<file path="config.mk">
export PLATFORM = sky130hd
export DESIGN_NAME = uart_tx_buffered_flat
export DESIGN_NICKNAME = d
export VERILOG_FILES = /design/src/rtl/uart_tx_buffered_if.sv /design/src/rtl/uart_tx_buffered.sv /design/src/flat_wrapper.sv
export SDC_FILE = /design/constraint.sdc
export NUM_CORES = 1
export LEC_CHECK = 0
export CORE_MARGIN = 3
export CORE_UTILIZATION = 30
export DETAILED_ROUTE_END_ITERATION = 10
export SLEW_MARGIN = 10
export SYNTH_ARGS = -nofsm -noshare
export SYNTH_HDL_FRONTEND = slang
export SYNTH_SLANG_ARGS = --single-unit
</file>
<file path="constraint.sdc">
create_clock -name clk -period 3.55 [get_ports clk]
set_clock_uncertainty 0.05 [all_clocks]
set_input_delay 0.5325 -clock clk [delete_from_list [all_inputs] [get_ports clk]]
set_output_delay 0.5325 -clock clk [all_outputs]
set_load 0.01 [all_outputs]
</file>
<file path="src/rtl/uart_tx_buffered_if.sv">
// Host write port of the buffered UART transmitter: push strobe, data and FIFO status.
interface uart_tx_buffered_if #(
    parameter int unsigned DATA_WIDTH = 8,
    parameter int unsigned FIFO_DEPTH = 16
);
    localparam int unsigned LEVEL_W = $clog2(FIFO_DEPTH) + 1;

    logic                  wr_en;
    logic [DATA_WIDTH-1:0] wr_data;
    logic                  full;
    logic                  empty;
    logic [LEVEL_W-1:0]    level;
    logic                  overflow;

    modport master (output wr_en, wr_data, input full, empty, level, overflow);
    modport slave  (input wr_en, wr_data, output full, empty, level, overflow);
endinterface

</file>
<file path="src/rtl/uart_tx_buffered.sv">
// Buffered UART transmitter: synchronous FIFO, baud tick generator and framing FSM
// with optional parity, 1/2 stop bits and zero-gap back-to-back frames.
module uart_tx_buffered #(
    parameter int unsigned DATA_WIDTH = 8,
    parameter int unsigned FIFO_DEPTH = 16,
    parameter int unsigned OVERSAMPLE = 16,
    parameter int unsigned DIV_WIDTH  = 16
) (
    input  logic                 clk,
    input  logic                 reset,
    input  logic [DIV_WIDTH-1:0] baud_div,
    input  logic                 parity_en,
    input  logic                 parity_mode,
    input  logic                 stop2,
    uart_tx_buffered_if.slave    wr_port,
    output logic                 busy,
    output logic                 tx,
    output logic                 tx_done
);
    localparam int unsigned PTR_W   = $clog2(FIFO_DEPTH);
    localparam int unsigned LEVEL_W = PTR_W + 1;
    localparam int unsigned SAMP_W  = (OVERSAMPLE > 1) ? $clog2(OVERSAMPLE) : 1;
    localparam int unsigned BIT_W   = $clog2(DATA_WIDTH);

    typedef enum logic [2:0] {S_IDLE, S_START, S_DATA, S_PARITY, S_STOP} state_t;

    state_t                state;
    logic [DIV_WIDTH-1:0]  tick_cnt;
    logic [DIV_WIDTH-1:0]  div_q;
    logic [SAMP_W-1:0]     samp_cnt;
    logic [BIT_W-1:0]      bit_cnt;
    logic                  stop_cnt;
    logic [DATA_WIDTH-1:0] shift_q;
    logic                  par_en_q;
    logic                  par_bit_q;
    logic                  stop2_q;

    logic [DATA_WIDTH-1:0] mem [FIFO_DEPTH];
    logic [PTR_W-1:0]      wr_ptr;
    logic [PTR_W-1:0]      rd_ptr;
    logic [LEVEL_W-1:0]    level_nxt_c;
    logic [DATA_WIDTH-1:0] head_c;

    logic tick_c;
    logic bit_end_c;
    logic frame_end_c;
    logic pop_c;
    logic push_c;

    // Divisor is re-sampled only at a wrap so a change never shortens a running period.
    assign tick_c = (tick_cnt == div_q);

    always_ff @(posedge clk) begin
        if (reset) begin
            tick_cnt <= '0;
            div_q    <= baud_div;
        end else if (tick_c) begin
            tick_cnt <= '0;
            div_q    <= baud_div;
        end else begin
            tick_cnt <= tick_cnt + DIV_WIDTH'(1);
        end
    end

    assign bit_end_c   = tick_c && (samp_cnt == SAMP_W'(OVERSAMPLE - 1));
    assign frame_end_c = bit_end_c && (state == S_STOP) && (!stop2_q || stop_cnt);
    assign pop_c       = !wr_port.empty && (((state == S_IDLE) && tick_c) || frame_end_c);
    assign push_c      = wr_port.wr_en && (!wr_port.full || pop_c);
    assign head_c      = mem[rd_ptr];

    always_comb begin
        level_nxt_c = wr_port.level;
        if (push_c && !pop_c) begin
            level_nxt_c = wr_port.level + LEVEL_W'(1);
        end else if (pop_c && !push_c) begin
            level_nxt_c = wr_port.level - LEVEL_W'(1);
        end
    end

    // When full, a same-cycle pop and push share one slot: the head is read before the write lands.
    always_ff @(posedge clk) begin
        if (push_c && !reset) begin
            mem[wr_ptr] <= wr_port.wr_data;
        end
    end

    always_ff @(posedge clk) begin
        if (reset) begin
            wr_ptr           <= '0;
            rd_ptr           <= '0;
            wr_port.level    <= '0;
            wr_port.full     <= 1'b0;
            wr_port.empty    <= 1'b1;
            wr_port.overflow <= 1'b0;
        end else begin
            if (push_c) wr_ptr <= wr_ptr + PTR_W'(1);
            if (pop_c)  rd_ptr <= rd_ptr + PTR_W'(1);
            wr_port.level    <= level_nxt_c;
            wr_port.full     <= (level_nxt_c == LEVEL_W'(FIFO_DEPTH));
            wr_port.empty    <= (level_nxt_c == '0);
            wr_port.overflow <= wr_port.wr_en && wr_port.full && !pop_c;
        end
    end

    // Framing FSM; a pop (from IDLE or at the end of the last stop bit) overrides the case below.
    always_ff @(posedge clk) begin
        if (reset) begin
            state     <= S_IDLE;
            samp_cnt  <= '0;
            bit_cnt   <= '0;
            stop_cnt  <= 1'b0;
            shift_q   <= '0;
            par_en_q  <= 1'b0;
            par_bit_q <= 1'b0;
            stop2_q   <= 1'b0;
            tx        <= 1'b1;
            busy      <= 1'b0;
            tx_done   <= 1'b0;
        end else begin
            tx_done <= 1'b0;
            if (tick_c) begin
                samp_cnt <= bit_end_c ? '0 : samp_cnt + SAMP_W'(1);
            end
            case (state)
                S_IDLE: begin
                    samp_cnt <= '0;
                end
                S_START: begin
                    if (bit_end_c) begin
                        state   <= S_DATA;
                        bit_cnt <= '0;
                        tx      <= shift_q[0];
                    end
                end
                S_DATA: begin
                    if (bit_end_c) begin
                        shift_q <= shift_q >> 1;
                        if (bit_cnt == BIT_W'(DATA_WIDTH - 1)) begin
                            state    <= par_en_q ? S_PARITY : S_STOP;
                            tx       <= par_en_q ? par_bit_q : 1'b1;
                            stop_cnt <= 1'b0;
                        end else begin
                            bit_cnt <= bit_cnt + BIT_W'(1);
                            tx      <= shift_q[1];
                        end
                    end
                end
                S_PARITY: begin
                    if (bit_end_c) begin
                        state    <= S_STOP;
                        tx       <= 1'b1;
                        stop_cnt <= 1'b0;
                    end
                end
                S_STOP: begin
                    if (frame_end_c) begin
                        state   <= S_IDLE;
                        tx      <= 1'b1;
                        busy    <= 1'b0;
                        tx_done <= 1'b1;
                    end else if (bit_end_c) begin
                        stop_cnt <= 1'b1;
                    end
                end
                default: begin
                    state <= S_IDLE;
                    tx    <= 1'b1;
                    busy  <= 1'b0;
                end
            endcase
            if (pop_c) begin
                shift_q   <= head_c;
                par_en_q  <= parity_en;
                par_bit_q <= (^head_c) ^ parity_mode;
                stop2_q   <= stop2;
                samp_cnt  <= '0;
                state     <= S_START;
                tx        <= 1'b0;
                busy      <= 1'b1;
            end
        end
    end
endmodule

</file>
<file path="src/flat_wrapper.sv">
// flat-port wrapper written by rule: the top's interface ports become plain ports
module uart_tx_buffered_flat 
#(
    parameter int unsigned DATA_WIDTH = 8,
    parameter int unsigned FIFO_DEPTH = 16,
    parameter int unsigned OVERSAMPLE = 16,
    parameter int unsigned DIV_WIDTH  = 16
)
  (clk, reset, baud_div, parity_en, parity_mode, stop2, busy, tx, tx_done, wr_port_wr_en, wr_port_wr_data, wr_port_full, wr_port_empty, wr_port_level, wr_port_overflow);
  uart_tx_buffered_if #(.DATA_WIDTH(DATA_WIDTH), .FIFO_DEPTH(FIFO_DEPTH)) wr_port_i ();
  input  logic clk;
  input  logic reset;
  input  logic [DIV_WIDTH-1:0] baud_div;
  input  logic parity_en;
  input  logic parity_mode;
  input  logic stop2;
  output logic busy;
  output logic tx;
  output logic tx_done;
  input wire logic [$bits(wr_port_i.wr_en)-1:0] wr_port_wr_en;
  input wire logic [$bits(wr_port_i.wr_data)-1:0] wr_port_wr_data;
  output wire logic [$bits(wr_port_i.full)-1:0] wr_port_full;
  output wire logic [$bits(wr_port_i.empty)-1:0] wr_port_empty;
  output wire logic [$bits(wr_port_i.level)-1:0] wr_port_level;
  output wire logic [$bits(wr_port_i.overflow)-1:0] wr_port_overflow;
  assign wr_port_i.wr_en = wr_port_wr_en;
  assign wr_port_i.wr_data = wr_port_wr_data;
  assign wr_port_full = wr_port_i.full;
  assign wr_port_empty = wr_port_i.empty;
  assign wr_port_level = wr_port_i.level;
  assign wr_port_overflow = wr_port_i.overflow;
  uart_tx_buffered #(.DATA_WIDTH(DATA_WIDTH), .FIFO_DEPTH(FIFO_DEPTH), .OVERSAMPLE(OVERSAMPLE), .DIV_WIDTH(DIV_WIDTH)) u_core (.clk(clk), .reset(reset), .baud_div(baud_div), .parity_en(parity_en), .parity_mode(parity_mode), .stop2(stop2), .wr_port(wr_port_i), .busy(busy), .tx(tx), .tx_done(tx_done));
endmodule
</file>
==> flow_summary.toml <==
[clock_network]
tritoncts = "done"
cts_buffer_depth = 3
htreeDepth = 1
clk_pin_slew_ps = 60
cts_resized = 0
holdBufCountCts = 0
clockRootBuffer = "clkbuf_16"
postCtsSetupBuffers = 0
cts.sinks = 205
clk_latency_ps = 500
cts_buffers = 23

[grt]
grt_overflow = 0
grt_pass1_vias = 4838
grt_pass1_wl_um = 27900
antenna_found_initial = 0
grtUsageTotal_pct = 11.6
grt_max_degree = 37

[setup_path]
crit_arrival_ps = 3100
required_ps = 3710
max_stage_delay_ps = 500
cp_num_buf_inv = 1
worstSetupEndpointType = "flop"
critical_path_class = "reg -> reg"
cp_max_fo = 6
cp-start-kind = "flop"
cp_top_family = "simple AND/OR/NAND/NOR gates"
crit_start = "u_core.div_q[2]$_DFFE_PP_"
path_cells = "xor2_1 > nor4_1 > and4_1 > nand2_1 > a21oi_1 > nand3b_1 > nor2_1 > buf_4"
reg2reg_from = "u_core.div_q[2]$_DFFE_PP_"
crit_slowest_cell = "a21oi_1"

[sta]
fin_crit_sh_pct = 82.8
slew_viol_final = 0
setup_tns_ps = 0
final_hold_viol_count = 0
rsz0062_at_grt = "false"
worstMarginPinSlew_ps = 640
min_period_ps = 2940
timing.fmax_mhz = 340
relSlewSlack_pct = 56.3
setup_viol = 0

[die]
core-area_mm2 = 0.0273
ioPinCount = 41
initial_core_util_pct = 30.9
dieWidth_um = 174
die_h_um = 174
row_count = 60
die-area_mm2 = 0.0301

[route]
post_drt_wl_per_cell_um = 17.0
dr.pass1.iters = 4
drt_wl_total_um = 17400
viasPerCell = 4.71
route.detailed.drc = 0
vias = 4839
drtIter0Drc = 390
antenna_left = 0

[synth]
syn-num-nets = 614
syn_area_mm2 = 0.00842
ys_types = 50
synth_edf_count = 144
syn_area_per_cell_um2 = 14.7
postSynthCellCount = 573
yosys_warnings = 0
ys_ff_latch = 205
yosysSeqAreaShare_pct = 65.8
async_reset_ff_share_pct = 0
ys.flop_type = "edfxtp_1"

[min_path]
min-delay-start = "u_core.par_bit_q$_SDFFE_PP0P_"
hold_class = "reg -> reg"

[layout]
fin_cells = 1028
layout.area.seq_mm2 = 0.00555
antenna_cells = 0
fin_nets = 680
fillers = 2550
multi_input_area_mm2 = 0.00269
drive_above_1_share_pct = 12.3
area_delta_synth_final_pct = 19.9

[power]
power_density_mw_per_mm2 = 504
power.leakage_nw = 3.31
ir_worst_vdd_v = 0.000298
power_w = 0.00509

[placement]
dp_hpwl_um = 11500
gp_congestion = 0.761
dp_cells = 986
port_buffers = 40

[run]
drv_cap = 0

[run_status]
status = "finished clean"
where the power goes:
part / switching [W] / internal, W
clock network: 0.000920 / 0.00138
registers: 0.0000192 / 0.00259
logic: 0.0000945 / 0.0000885
tightest hold or removal path, delay by kind of cell (launching register included):
family           cells  cell delay [ps]
AO/OA/AOI/OAI        1               50
flip-flops           1              300
AND/OR/NAND/NOR      1               50
path summary, 6_finish.rpt:
path / to / cells past startpoint / slack [ps]
min: u_core.par_bit_q$_SDFFE_PP0P_ / 2 / 400
min reg2reg: u_core.par_bit_q$_SDFFE_PP0P_ / 2 / 400
max reg2reg: u_core.mem[4][1]$_DFFE_PP_ / 8 / 610
max: u_core.mem[4][1]$_DFFE_PP_ / 8 / 610
through the flow:
stage / util (%) / setup slack (ps) / hold WS (ps) / instance area, um2
3_3_place_gp: 34.3 / 617 / 390 / 9360
5_1_grt: 37.0 / 303 / 440 / 10100
2_1_floorplan: - / 609 / 377 / 8420
6_report: 37.0 / 610 / 402 / 10100
3_5_place_dp: 34.3 / 571 / 394 / 9360
4_1_cts: 37.0 / 602 / 401 / 10100
state kept, by name, summed over array words and instances (netlist names), named ones only:
| name | count |
|---|---|
| u_core.busy | 1 |
| u_core.par_bit_q | 1 |
| u_core.samp_cnt | 4 |
| u_core.div_q | 16 |
| u_core.stop_cnt | 1 |
| u_core.tick_cnt | 16 |
| u_core.state | 3 |
| u_core.wr_port.level | 5 |
| u_core.wr_ptr | 4 |
| u_core.tx_done | 1 |
| u_core.wr_port.empty | 1 |
| u_core.shift_q | 8 |
| u_core.rd_ptr | 4 |
| u_core.tx | 1 |
| u_core.par_en_q | 1 |
| u_core.wr_port.overflow | 1 |
| u_core.bit_cnt | 3 |
| u_core.stop2_q | 1 |
| u_core.mem | 128 |
| u_core.wr_port.full | 1 |
cells by family (layout without fill, tap and decap cells):
family | count (synthesis) | in the layout | synth area share, %
AOI/OAI and AO/OA | 67 | 67 | 4.98
xor gates and xnor gates | 43 | 43 | 5.05
and+or+nand+nor | 169 | 169 | 9.45
muxes | 40 | 40 | 10.9
DFF | 205 | 205 | 65.8
adders and majority gates | 11 | 11 | 1.63
buffers and inverters | 38 | 121 | 2.18
cell usage in the layout (no fill, tap or decap), types with 3 or more instances in the layout:
cell type and instances:
xor2_1 28, mux4_1 17, xnor2_1 11, mux4_2 19, and3_1 4, nor3_1 14
nand4_1 6, a22oi_1 12, a211oi_1 3, o21ai_0 13, clkbuf_16 23, xnor3_1 3
nor4_1 6, a21oi_1 22, mux2i_1 4, clkinv_2 4, clkdlybuf4s50_1 40, clkinv_1 3
clkbuf_1 5, dfxtp_1 60, nor2_1 57, or3_1 6, buf_4 24, nand2b_1 3
ha_1 11, nand3_1 21, nand3b_1 6, nor2b_1 3, nand2_1 37, inv_1 14
edfxtp_1 144
synthesized netlist by cell type (2+ instances only):
library cell / count / area (um2)
or3_1: 6 / 37.5
and3_1: 4 / 25.0
o311ai_0: 2 / 17.5
nor3_1: 14 / 70.1
xnor2_1: 11 / 96.3
ha_1: 11 / 138
nand4_1: 6 / 37.5
nor2b_1: 3 / 18.8
inv_1: 14 / 52.6
mux4_1: 17 / 447
nand2_1: 37 / 139
a211oi_1: 3 / 22.5
a21oi_1: 22 / 110
buf_2: 2 / 10.0
edfxtp_1: 144 / 4320
a31oi_1: 2 / 12.5
nand3_1: 21 / 105
o21a_1: 2 / 15.0
xnor3_1: 3 / 67.6
nor4_1: 6 / 37.5
o211ai_1: 2 / 15.0
a22oi_1: 12 / 90.1
buf_1: 2 / 7.51
clkbuf_1: 16 / 60.1
nand3b_1: 6 / 45.0
dfxtp_1: 61 / 1220
o22ai_1: 2 / 12.5
mux4_2: 19 / 428
and4_1: 2 / 17.5
nor2_1: 57 / 214
o21ai_0: 13 / 65.1
mux2i_1: 4 / 40.0
xor2_1: 28 / 245
nand2b_1: 3 / 18.8
metal layers:
metal,wire [um],GRT usage [%],up-vias
met5,0,0,-
met4,463,3.45,0
met3,1160,2.37,32
met2,8050,18.4,123
met1,7770,16.2,2361
li1,-,-,2323
layout make-up:
| type | count | share of cell area [%] |
|---|---|---|
| well taps | 372 | 4.61 |
| flip-flops and latches | 205 | 54.9 |
| inverters | 14 | 0.521 |
| clock buffers | 30 | 6.16 |
| multi-input cells | 330 | 26.7 |
| clock inverters | 12 | 1.15 |
| repair buffers | 65 | 5.95 |
Power figures use the tool's default switching activity.
